### src/rtl/output_port_bank.sv
// Sixteen memory-mapped 8-bit output ports on the CPU data bus, with registered readback,
// a per-port one-cycle update strobe and a registered address-hit flag.
module output_port_bank #(
    parameter logic [7:0] BASE_ADDR = 8'hE0,
    parameter logic [7:0] RESET_VAL = 8'h00
) (
    input  logic        clock,
    input  logic        reset,
    input  logic [7:0]  address,
    input  logic [7:0]  data_in,
    input  logic        write,
    output logic [7:0]  data_out,
    output logic [7:0]  port_out_00,
    output logic [7:0]  port_out_01,
    output logic [7:0]  port_out_02,
    output logic [7:0]  port_out_03,
    output logic [7:0]  port_out_04,
    output logic [7:0]  port_out_05,
    output logic [7:0]  port_out_06,
    output logic [7:0]  port_out_07,
    output logic [7:0]  port_out_08,
    output logic [7:0]  port_out_09,
    output logic [7:0]  port_out_10,
    output logic [7:0]  port_out_11,
    output logic [7:0]  port_out_12,
    output logic [7:0]  port_out_13,
    output logic [7:0]  port_out_14,
    output logic [7:0]  port_out_15,
    output logic [15:0] port_strobe,
    output logic        hit
);

    logic [15:0][7:0] port_q, port_d;
    logic [15:0]      strobe_q, strobe_d;
    logic [7:0]       data_out_q, data_out_d;
    logic             hit_q;
    logic             in_range;
    logic [3:0]       idx;

    assign in_range = (address[7:4] == BASE_ADDR[7:4]);
    assign idx      = address[3:0];

    // A write cycle never forwards to readback; data_out returns 0 while storing.
    always_comb begin
        port_d     = port_q;
        strobe_d   = '0;
        data_out_d = 8'h00;
        if (in_range) begin
            if (write) begin
                port_d[idx]   = data_in;
                strobe_d[idx] = 1'b1;
            end else begin
                data_out_d = port_q[idx];
            end
        end
    end

    always_ff @(posedge clock or negedge reset) begin
        if (!reset) begin
            port_q     <= {16{RESET_VAL}};
            strobe_q   <= '0;
            data_out_q <= 8'h00;
            hit_q      <= 1'b0;
        end else begin
            port_q     <= port_d;
            strobe_q   <= strobe_d;
            data_out_q <= data_out_d;
            hit_q      <= in_range;
        end
    end

    assign data_out    = data_out_q;
    assign port_strobe = strobe_q;
    assign hit         = hit_q;

    assign port_out_00 = port_q[0];
    assign port_out_01 = port_q[1];
    assign port_out_02 = port_q[2];
    assign port_out_03 = port_q[3];
    assign port_out_04 = port_q[4];
    assign port_out_05 = port_q[5];
    assign port_out_06 = port_q[6];
    assign port_out_07 = port_q[7];
    assign port_out_08 = port_q[8];
    assign port_out_09 = port_q[9];
    assign port_out_10 = port_q[10];
    assign port_out_11 = port_q[11];
    assign port_out_12 = port_q[12];
    assign port_out_13 = port_q[13];
    assign port_out_14 = port_q[14];
    assign port_out_15 = port_q[15];

endmodule

### config.mk
export PLATFORM = sky130hd
export DESIGN_NAME = output_port_bank
export DESIGN_NICKNAME = d
export VERILOG_FILES = /design/src/rtl/output_port_bank.sv
export SDC_FILE = /design/constraint.sdc
export NUM_CORES = 1
export LEC_CHECK = 0
export BUFFER_PORTS_ARGS = -buffer_cell sky130_fd_sc_hd__buf_2
export CAP_MARGIN = 20
export CORE_AREA = 2 2 114 116
export DETAILED_ROUTE_END_ITERATION = 7
export DIE_AREA = 0 0 116 118
export PLACE_DENSITY = 0.84
export RECOVER_POWER = 100
export SETUP_SLACK_MARGIN = 0.2
export SYNTH_ARGS = -nofsm -noshare
export SYNTH_HDL_FRONTEND = slang
export SYNTH_SLANG_ARGS = --single-unit
### constraint.sdc
create_clock -name clock -period 2.2 [get_ports clock]
set_clock_uncertainty 0.05 [all_clocks]
set_input_delay 0.33 -clock clock [delete_from_list [all_inputs] [get_ports clock]]
set_output_delay 0.33 -clock clock [all_outputs]
set_load 0.01 [all_outputs]
* Yosys cells after proc, flatten, opt, wreduce, memory -nomap -nowiden *
Index checks and enable logic that the tools add are counted.

word-level totals
  input port bits = 19
  register bits = 153

operators by class
  mux-type cells = 11
  reduce and logical (&&, ||, !) cells = 2
  $lt $le $gt $ge = 2
  equality and inequality tests = 1

operator list
  kind                                                                                  count
  128-bit bitwise mux                                                                   1
  8-bit binary-select mux with 4-bit select                                             1
  8-bit demux with 4-bit select                                                         1
  16-bit 2-to-1 mux                                                                     2
  8-bit 2-to-1 mux                                                                      4
  4-bit by 5-bit less-than comparator with 1-bit output (second input constant)         1
  1-bit demux with 4-bit select                                                         1
  4-bit == test (second input constant)                                                 1
  4-bit by 1-bit greater-or-equal comparator with 1-bit output (second input constant)  1
  2-bit AND reduction                                                                   1
  1-bit logical AND                                                                     1
  1-bit 2-to-1 mux                                                                      1

* Depth between registers and ports, before layout *
Gate-level depths: netlist of the first run.

  depth after elaboration = 6
  gate-level depth with buffers = 6

* Worst setup path after synthesis of the first run *
Ideal clock, no wire load.

  path type = input port to flip-flop
  from = in address[0]
  to = reg port_q (netlist bit port_out_11[0])
  stages on the path = 6
  arrival = 1.621 ns
  path slack = 0.404 ns
  buffers on the path = 3
  cell sequence = buf_2 > buf_4 > buf_4 > nand3_1 > nor2_2 > mux2_2

on the way
  word-level cells in the longest chain between the ends = 5

ends and longest elaborated chain
  what                                                                                                                                                         line  RTL
  start, declared                                                                                                                                              9     input logic [7:0] address,
  4-bit by 5-bit less-than comparator with 1-bit output (not written as such) or 4-bit by 1-bit greater-or-equal comparator with 1-bit output (tied branches)  50    port_d[idx] = data_in;
  1-bit logical AND (not written as such)                                                                                                                      50
  8-bit 2-to-1 mux (not written as such)                                                                                                                       50
  8-bit demux with 4-bit select (*)                                                                                                                            50
  128-bit bitwise mux (*)                                                                                                                                      50
  end signal, assigned                                                                                                                                         60    port_q <= {16{RESET_VAL}};
  end signal, assigned                                                                                                                                         65    port_q <= port_d;
  end, declared                                                                                                                                                33    logic [15:0][7:0] port_q, port_d;

Mark *: on every way between the ends. The rest lies on a longest branch, timed or not.
A chain may end at the register's enable or synchronous reset.

* Final worst setup path of the first run *
  from = in address[3]
  to = reg port_q (netlist bit port_out_02[5])

Same word-level chain as after synthesis.

==> flow_metrics.tcl, run 1 <==
set metrics [dict create \
    worst_slew_pin_slew_ps 613.2 \
    critPathLaunchType "primary input" \
    cp_slowest_cell "clkbuf_1" \
    routabilityCongestion 0.8589 \
    synth_area_per_cell_sq_um 16.33 \
    cts.sinks 153 \
    synth_common_cells "153 x dfrtp_1, 126 x mux2_2, 32 x mux4_2, 14 x buf_2, 12 x mux2i_1" \
    grt_pass1_vias 4814 \
    synth_top_family_by_area "multiplexers" \
    synthCells 410 \
    antenna_cells 0 \
    io_pins 172 \
    synth_edf_count 0 \
    crit_path_max_incr_delay_ps 490 \
    critPathArrivalTime_ps 2190 \
    fillers 958 \
    post_drt_wl_per_cell_um 23.43 \
    synthMuxAreaShare_pct 34.09 \
    synth_top_area_share_pct 57.19 \
    synth-simple-area-share_pct 5.420 \
    worst-path-max-fanout 18 \
    die_w_um 116 \
    netlist_area_sq_um 6695 \
    hold_class "primary input to register" \
    ys_top_cells_by_area "dfrtp_1 57%, mux2_2 21%, mux4_2 11%, mux2i_1 1.8%, nor3_4 1.2%" \
    ant_nets 0 \
    root_buffer "clkbuf_16" \
    dpl_worst_slack_ps 146.0 \
    cts_hold_buf 1 \
    max_freq_mhz 515.3 \
    period_share_pct 88.22 \
    path_class "primary input to register" \
    required_ps 2450 \
    dp_hpwl_um 13090 \
    async_flop_share_pct 100.0 \
    clk_pin_slew_ps 60 \
    synth_xor_xnor_area_share_pct 0 \
    grt.overflow.total 0 \
    worstSkewPairLatency_ps 420 \
    startpoint "address[3]" \
    cts_max_level 4 \
    drcViolationCount 0 \
    fin_ws_ps 259.2 \
    p_total_mw 6.441 \
    via_count 4745 \
    peakVddDrop_uv 399.5 \
    ys_warn_count 0 \
    wirelength_um 18740 \
    die_area_sq_um 13690 \
    ys_seq_area_share_pct 57.19 \
    relSlewSlack_pct 59.12 \
    start_util_pct 53.93 \
    layout-drive-gt1-share_pct 36.78 \
    grt_pass1_wl_um 28480 \
    cts_resized 0 \
    min_from "write" \
    synth-compound-area-share_pct 1.121 \
    stdcell_count 800 \
    post_cts_buffers 0 \
    vias_per_cell 5.931 \
    p_per_area_nw_per_um2 784.3 \
    synthAdderAreaFrac_pct 0 \
    port_buffers 171 \
    status "finished clean" \
    hold_viol 0 \
    setup_viol 0 \
    dp_cells 770 \
    worstPathCellList "buf_2 > clkbuf_1 > nor2_1 > nand3_1 > clkbuf_1 > mux2_2" \
    syn_to_final_growth_pct 22.67 \
    grtUsageTotal_pct 28.35 \
    yosysTopAreaCell "dfrtp_1" \
    crit_buf_inv 3 \
    p_leak_nw 3.867 \
    rr_startpoint "port_out_03[2]" \
    period_minus_slack_ps 1941 \
    clockBufferDepth 2 \
    cts_tree "built" \
    ys_seq_elements 153 \
    die_h_um 118 \
    antenna_found_initial 0 \
    maxSlewViolCount 0 \
    tns_ps 0 \
    synth_flop_cell "dfrtp_1" \
    synth_nets 429 \
    crit_family "buffers and inverters" \
    grt_max_degree 67 \
    rsz0062_at_grt "no" \
    core_area_sq_um 12410 \
    first_iter_violations 421 \
    drv_cap 0 \
    critPathCaptureType "register" \
    ys_types 34 \
    num_rows 41 \
    synth.most_common_cell "dfrtp_1" \
    finalNetCount 637 \
    crit_path_frequent_cell "clkbuf_1" \
    cts_buffers 17 \
    dr.pass1.iters 5 \
]
worst min-delay path, cell delays in order:
cell and delay [ps]:
buf_2 160, nand3b_4 130, nor2_1 50
layout by cell type, fill, tap and decap left out, drive strengths merged:
cell / count
nor4: 4
o22ai: 4
nor2: 8
or3: 2
nand3: 4
nand2: 4
a22oi: 4
clkbuf: 196
inv: 4
clkinvlp: 3
bufinv: 3
o21ai: 4
nor2b: 1
nand3b: 1
nand2b: 1
dfrtp: 153
mux4: 32
and3: 1
dlygate4sd3: 1
nand4b: 1
nand4: 1
nor3: 12
or2: 2
nor3b: 1
clkinv: 5
buf: 36
mux2i: 12
mux2: 128
path summary, 6_finish.rpt:
kind / to / slack, ps / depth (start not counted)
worst min register to register: port_out_07[5] / 470 / 1
worst min-delay path: port_strobe[9] / 250 / 3
worst max register to register: data_out[2] / 730 / 3
max in group asynchronous: port_out_05[6] / 1000 / 3
min in group asynchronous: port_out_05[7] / 430 / 2
worst max-delay path: port_out_02[5] / 260 / 6
sequential cells by signal (all words and copies together) (netlist names):
name / flops
port_strobe: 16
data_out: 8
port_out_00: 8
port_out_01: 8
port_out_02: 8
port_out_03: 8
port_out_04: 8
port_out_05: 8
port_out_06: 8
port_out_07: 8
port_out_08: 8
port_out_09: 8
port_out_10: 8
port_out_11: 8
port_out_12: 8
port_out_13: 8
port_out_14: 8
port_out_15: 8
hit: 1
metrics by stage:
step / utilization (%) / cell area, sq um / hold slack (ps)
floorplan: - / 6695 / -15.59
global placement: 64.43 / 7999 / 310.6
detailed placement: 64.43 / 7999 / 313.1
CTS: 69.05 / 8572 / 254.6
global route: 66.16 / 8213 / 258.1
finish: 66.16 / 8213 / 249.3
cell families after synthesis:
kind of cell / after synthesis
AO/OA/AOI/OAI: 12
multiplexers: 172
flip-flops: 153
AND/OR/NAND/NOR: 43
buffers and inverters: 30
per-layer routing:
metal | track usage (%) | up-vias | wire, um
met5 | 0 | - | 0
met4 | 11.01 | 0 | 726
met3 | 6.591 | 57 | 1660
met2 | 43.79 | 266 | 8907
met1 | 39.26 | 2474 | 7447
li1 | - | 1948 | -
report_power, final:
part           total, mW  internal, mW  switching, mW
Combinational      0.561         0.241          0.320
Clock               2.85          1.75           1.10
Sequential          3.03          2.93          0.104
area by class of cell:
class | count | area (sq um) | share of cell area, %
sequential | 153 | 3829 | 46.62
tap | 172 | 215.2 | 2.620
clock buffer | 19 | 432.9 | 5.271
inverter | 5 | 20.02 | 0.2438
timing repair buffer | 214 | 947.2 | 11.53
clock inverter | 10 | 130.1 | 1.584
multi-input combinational | 227 | 2639 | 32.13
Note: power is estimated with default switching activity, not from simulation.
==> run 2: changes to the inputs <==
--- a/config.mk
+++ b/config.mk
@@ -12,6 +12,7 @@
 export DIE_AREA = 0 0 116 118
 export PLACE_DENSITY = 0.84
 export RECOVER_POWER = 100
+export REMOVE_ABC_BUFFERS = 1
 export SETUP_SLACK_MARGIN = 0.2
 export SYNTH_ARGS = -nofsm -noshare
 export SYNTH_HDL_FRONTEND = slang
==> flow_metrics.tcl, run 2 (synthesis results as in run 1) <==
set metrics [dict create \
    vias_per_cell 5.778 \
    cts_hold_buf 1 \
    final_common_cell "clkbuf_1" \
    port_buffers 171 \
    syn_to_final_growth_pct 22.05 \
    maxSlewViolCount 0 \
    routabilityCongestion 0.8439 \
    post_drt_wl_per_cell_um 23.24 \
    hold_ws_ps 310.6 \
    die_area_sq_um 13690 \
    drv_cap 0 \
    antenna_found_initial 0 \
    max_freq_mhz 532.1 \
    period_minus_slack_ps 1879 \
    post_cts_buffers 0 \
    drcViolationCount 0 \
    grt_pass1_vias 4860 \
    worst-r2r-cell-count 3 \
    num_rows 41 \
    io_pins 172 \
    clk_pin_slew_ps 60 \
    die_h_um 118 \
    worst_slew_pin_slew_ps 674.2 \
    p_per_area_nw_per_um2 789.4 \
    cts.sinks 153 \
    hold_class "primary input to register" \
    grt_pass1_wl_um 28170 \
    multiInputGateArea_sq_um 2663 \
    seqCellArea_sq_um 3829 \
    finalNetCount 628 \
    rr_startpoint "port_out_01[7]" \
    cts_buffers 17 \
    finish.utilization_pct 65.82 \
    first_iter_violations 367 \
    critPathArrivalTime_ps 2130 \
    via_count 4588 \
    dp_hpwl_um 12820 \
    peakVddDrop_uv 578.9 \
    ant_nets 0 \
    cts_tree "built" \
    worst-path-max-fanout 8 \
    critPathLaunchType "primary input" \
    critPathCaptureType "register" \
    fillers 952 \
    rrSetupSlack_ps 640 \
    dr.pass1.iters 4 \
    r2r_end "data_out[7]" \
    clockBufferDepth 2 \
    endpoint "port_out_03[3]" \
    grt_max_degree 56 \
    status "finished clean" \
    path_class "primary input to register" \
    root_buffer "clkbuf_16" \
    p_leak_nw 3.844 \
    startpoint "address[4]" \
    required_ps 2450 \
    period_share_pct 85.42 \
    hold_viol 0 \
    die_w_um 116 \
    cts_max_level 4 \
    layout_common_cells "168 x clkbuf_1, 153 x dfrtp_1, 124 x mux2_2" \
    tns_ps 0 \
    core_area_sq_um 12410 \
    cts_resized 0 \
    setup_viol 0 \
    grt.overflow.total 0 \
    wirelength_um 18450 \
    relSlewSlack_pct 55.05 \
    grtUsageTotal_pct 28.03 \
    worstSkewPairLatency_ps 420 \
    antenna_cells 0 \
    rsz0062_at_grt "no" \
    largest_reg_flops 16 \
    layout-drive-gt1-share_pct 37.94 \
    start_util_pct 53.93 \
]
==> run 2: metal layers <==
metal,vias up,GRT usage [%],wire (um)
met3,33,6.643,1320
met4,0,10.19,393
met5,-,0,0
met2,234,45.65,9623
li1,1935,-,-
met1,2386,36.69,7113
==> run 2: how the worst min path moves through the flow <==
stage,startpoint,endpoint,slack [ps],depth (start not counted)
after floorplan,reset,data_out[0],-20,0
after CTS,write,port_strobe[9],250,3
after global placement,reset,port_out_11[5],260,1
after global routing,write,port_strobe[6],310,3
final,write,port_strobe[6],310,3
after detailed placement,reset,port_out_11[5],260,1
==> run 2: per-stage QoR <==
step	setup WS, ps	cells	power (mW)	area (sq um)
2_1_floorplan	435.8	385	3.310	6569
3_3_place_gp	119.6	761	3.658	7931
3_5_place_dp	44.86	761	3.688	7931
4_1_cts	487.4	794	6.524	8523
5_1_grt	236.0	794	6.662	8172
6_report	320.8	794	6.451	8172
==> run 2: layout make-up <==
type                       count  share of cell area, %
sequential                   153                  46.85
multi-input combinational    227                  32.58
timing repair buffer         205                  10.56
clock buffer                  20                  5.589
tap                          172                  2.634
clock inverter                12                  1.531
inverter                       5                 0.2450
==> run 2: where the power goes <==
| part | internal [mW] | leakage [nW] | switching, mW |
|---|---|---|---|
| clock network | 1.72 | 0.282 | 1.13 |
| logic | 0.236 | 1.45 | 0.330 |
| registers | 2.93 | 2.11 | 0.0997 |
==> run 2: worst max-delay path, cell delays in order <==
cell and delay, ps:
buf_2 90, nand4b_4 210, clkinvlp_2 200, nand3b_1 280, or3_1 650, mux2_2 360
==> run 3: changes to the inputs <==
--- a/config.mk
+++ b/config.mk
@@ -7,12 +7,11 @@
 export LEC_CHECK = 0
 export BUFFER_PORTS_ARGS = -buffer_cell sky130_fd_sc_hd__buf_2
 export CAP_MARGIN = 20
-export CORE_AREA = 2 2 114 116
+export CORE_AREA = 2 2 112 114
 export DETAILED_ROUTE_END_ITERATION = 7
-export DIE_AREA = 0 0 116 118
-export PLACE_DENSITY = 0.84
+export DIE_AREA = 0 0 114 116
+export PLACE_DENSITY = 0.87
 export RECOVER_POWER = 100
-export REMOVE_ABC_BUFFERS = 1
 export SETUP_SLACK_MARGIN = 0.2
 export SYNTH_ARGS = -nofsm -noshare
 export SYNTH_HDL_FRONTEND = slang
==> flow_metrics.tcl, run 3 (synthesis results as in run 1) <==
set metrics [dict create \
    setup_viol 0 \
    worst-path-max-fanout 12 \
    post_drt_wl_per_cell_um 24.25 \
    relSlewSlack_pct 54.74 \
    cts_resized 0 \
    root_buffer "clkbuf_16" \
    critPathCaptureType "register" \
    first_iter_violations 414 \
    ant_nets 0 \
    cp_slowest_cell "nor3_1" \
    die_area_sq_um 13220 \
    grtUsageTotal_pct 29.53 \
    largest_reg_flops 16 \
    post_cts_buffers 0 \
    grt.overflow.total 0 \
    period_minus_slack_ps 1912 \
    period_share_pct 86.90 \
    via_count 4698 \
    p_per_area_nw_per_um2 800.7 \
    dpl_worst_slack_ps 54.69 \
    critPathArrivalTime_ps 2170 \
    antenna_found_initial 0 \
    worst_slew_pin_slew_ps 678.9 \
    layout-drive-gt1-share_pct 37.86 \
    hold_class "primary input to register" \
    io_pins 172 \
    dp_cells 740 \
    num_rows 40 \
    critPathLaunchType "primary input" \
    routabilityCongestion 0.8668 \
    worstSkewPairLatency_ps 430 \
    cts_tree "built" \
    path_class "primary input to register" \
    cts_max_level 4 \
    clockBufferDepth 2 \
    tns_ps 0 \
    status "finished clean" \
    antenna_cells 0 \
    clk_pin_slew_ps 60 \
    peakVddDrop_uv 524.6 \
    dr.pass1.iters 4 \
    crit_path_max_incr_delay_ps 430 \
    cts_buffers 17 \
    p_leak_nw 3.863 \
    grt_max_degree 65 \
    stdcell_count 773 \
    port_buffers 171 \
    rsz0062_at_grt "no" \
    max_freq_mhz 523.1 \
    finalNetCount 632 \
    hold_viol 0 \
    maxSlewViolCount 0 \
    grt_pass1_vias 4721 \
    final_common_cell "clkbuf_1" \
    drv_cap 0 \
    fin_ws_ps 288.2 \
    fillers 894 \
    seqCellArea_sq_um 3829 \
    grt_pass1_wl_um 28300 \
    core_area_sq_um 11910 \
    syn_to_final_growth_pct 21.79 \
    cts_hold_buf 1 \
    dp_hpwl_um 13220 \
    layout_common_cells "168 x clkbuf_1, 153 x dfrtp_1, 126 x mux2_2" \
    wirelength_um 18750 \
    vias_per_cell 6.078 \
    cts.sinks 153 \
    die_h_um 116 \
    start_util_pct 56.21 \
    drcViolationCount 0 \
    die_w_um 114 \
    required_ps 2460 \
    multiInputGateArea_sq_um 2620 \
    worstPathCellList "buf_2 > nand4b_4 > clkinvlp_2 > nand3_4 > nor3_1 > clkbuf_1 > mux2_2" \
]
==> run 3: final timing paths <==
path | slack (ps) | to | cells after the start | start
worst min-delay path | 260 | port_strobe[10] | 3 | address[1]
min in group asynchronous | 390 | port_strobe[14] | 2 | reset
max in group asynchronous | 540 | port_strobe[5] | 3 | reset
worst min register to register | 480 | port_out_10[2] | 1 | port_out_10[2]
worst max register to register | 740 | data_out[6] | 3 | port_out_03[6]
worst max-delay path | 290 | port_out_14[1] | 7 | address[4]
==> run 3: cell type report <==
| cell class | count | share of cell area (%) |
|---|---|---|
| Clock buffer | 19 | 5.555 |
| Timing Repair Buffer | 209 | 11.00 |
| Clock inverter | 13 | 1.857 |
| Tap cell | 147 | 2.256 |
| Sequential cell | 153 | 46.95 |
| Multi-Input combinational cell | 227 | 32.13 |
| Inverter | 5 | 0.2455 |
==> run 3: metrics by stage <==
stage                     hold slack [ps]  utilization (%)  total power, mW  cell area (sq um)
after floorplan                    -15.59                -            3.368               6695
after global placement              314.1            66.47            3.641               7918
after detailed placement            317.7            66.47            3.672               7918
after CTS                           247.8            71.63            6.591               8532
after global routing                245.1            68.46            6.742               8154
final                               257.7            68.46            6.529               8154
==> run 3: critical path, delay by kind of cell <==
kind | cells | cell delay (ps)
buffers and inverters | 3 | 640
AND/OR/NAND/NOR | 3 | 820
multiplexers | 1 | 380
==> run 3: layer usage <==
layer | global-route usage [%] | part of all wire [%]
met1 | 39.17 | 39
met2 | 46.31 | 49
met3 | 8.839 | 8.5
met4 | 11.54 | 3.2
met5 | 2.222 | 0.21
==> run 3: power breakdown <==
part	internal (mW)	switching [mW]	total (mW)
Clock	1.83	1.12	2.95
Combinational	0.232	0.321	0.553
Sequential	2.93	0.101	3.03
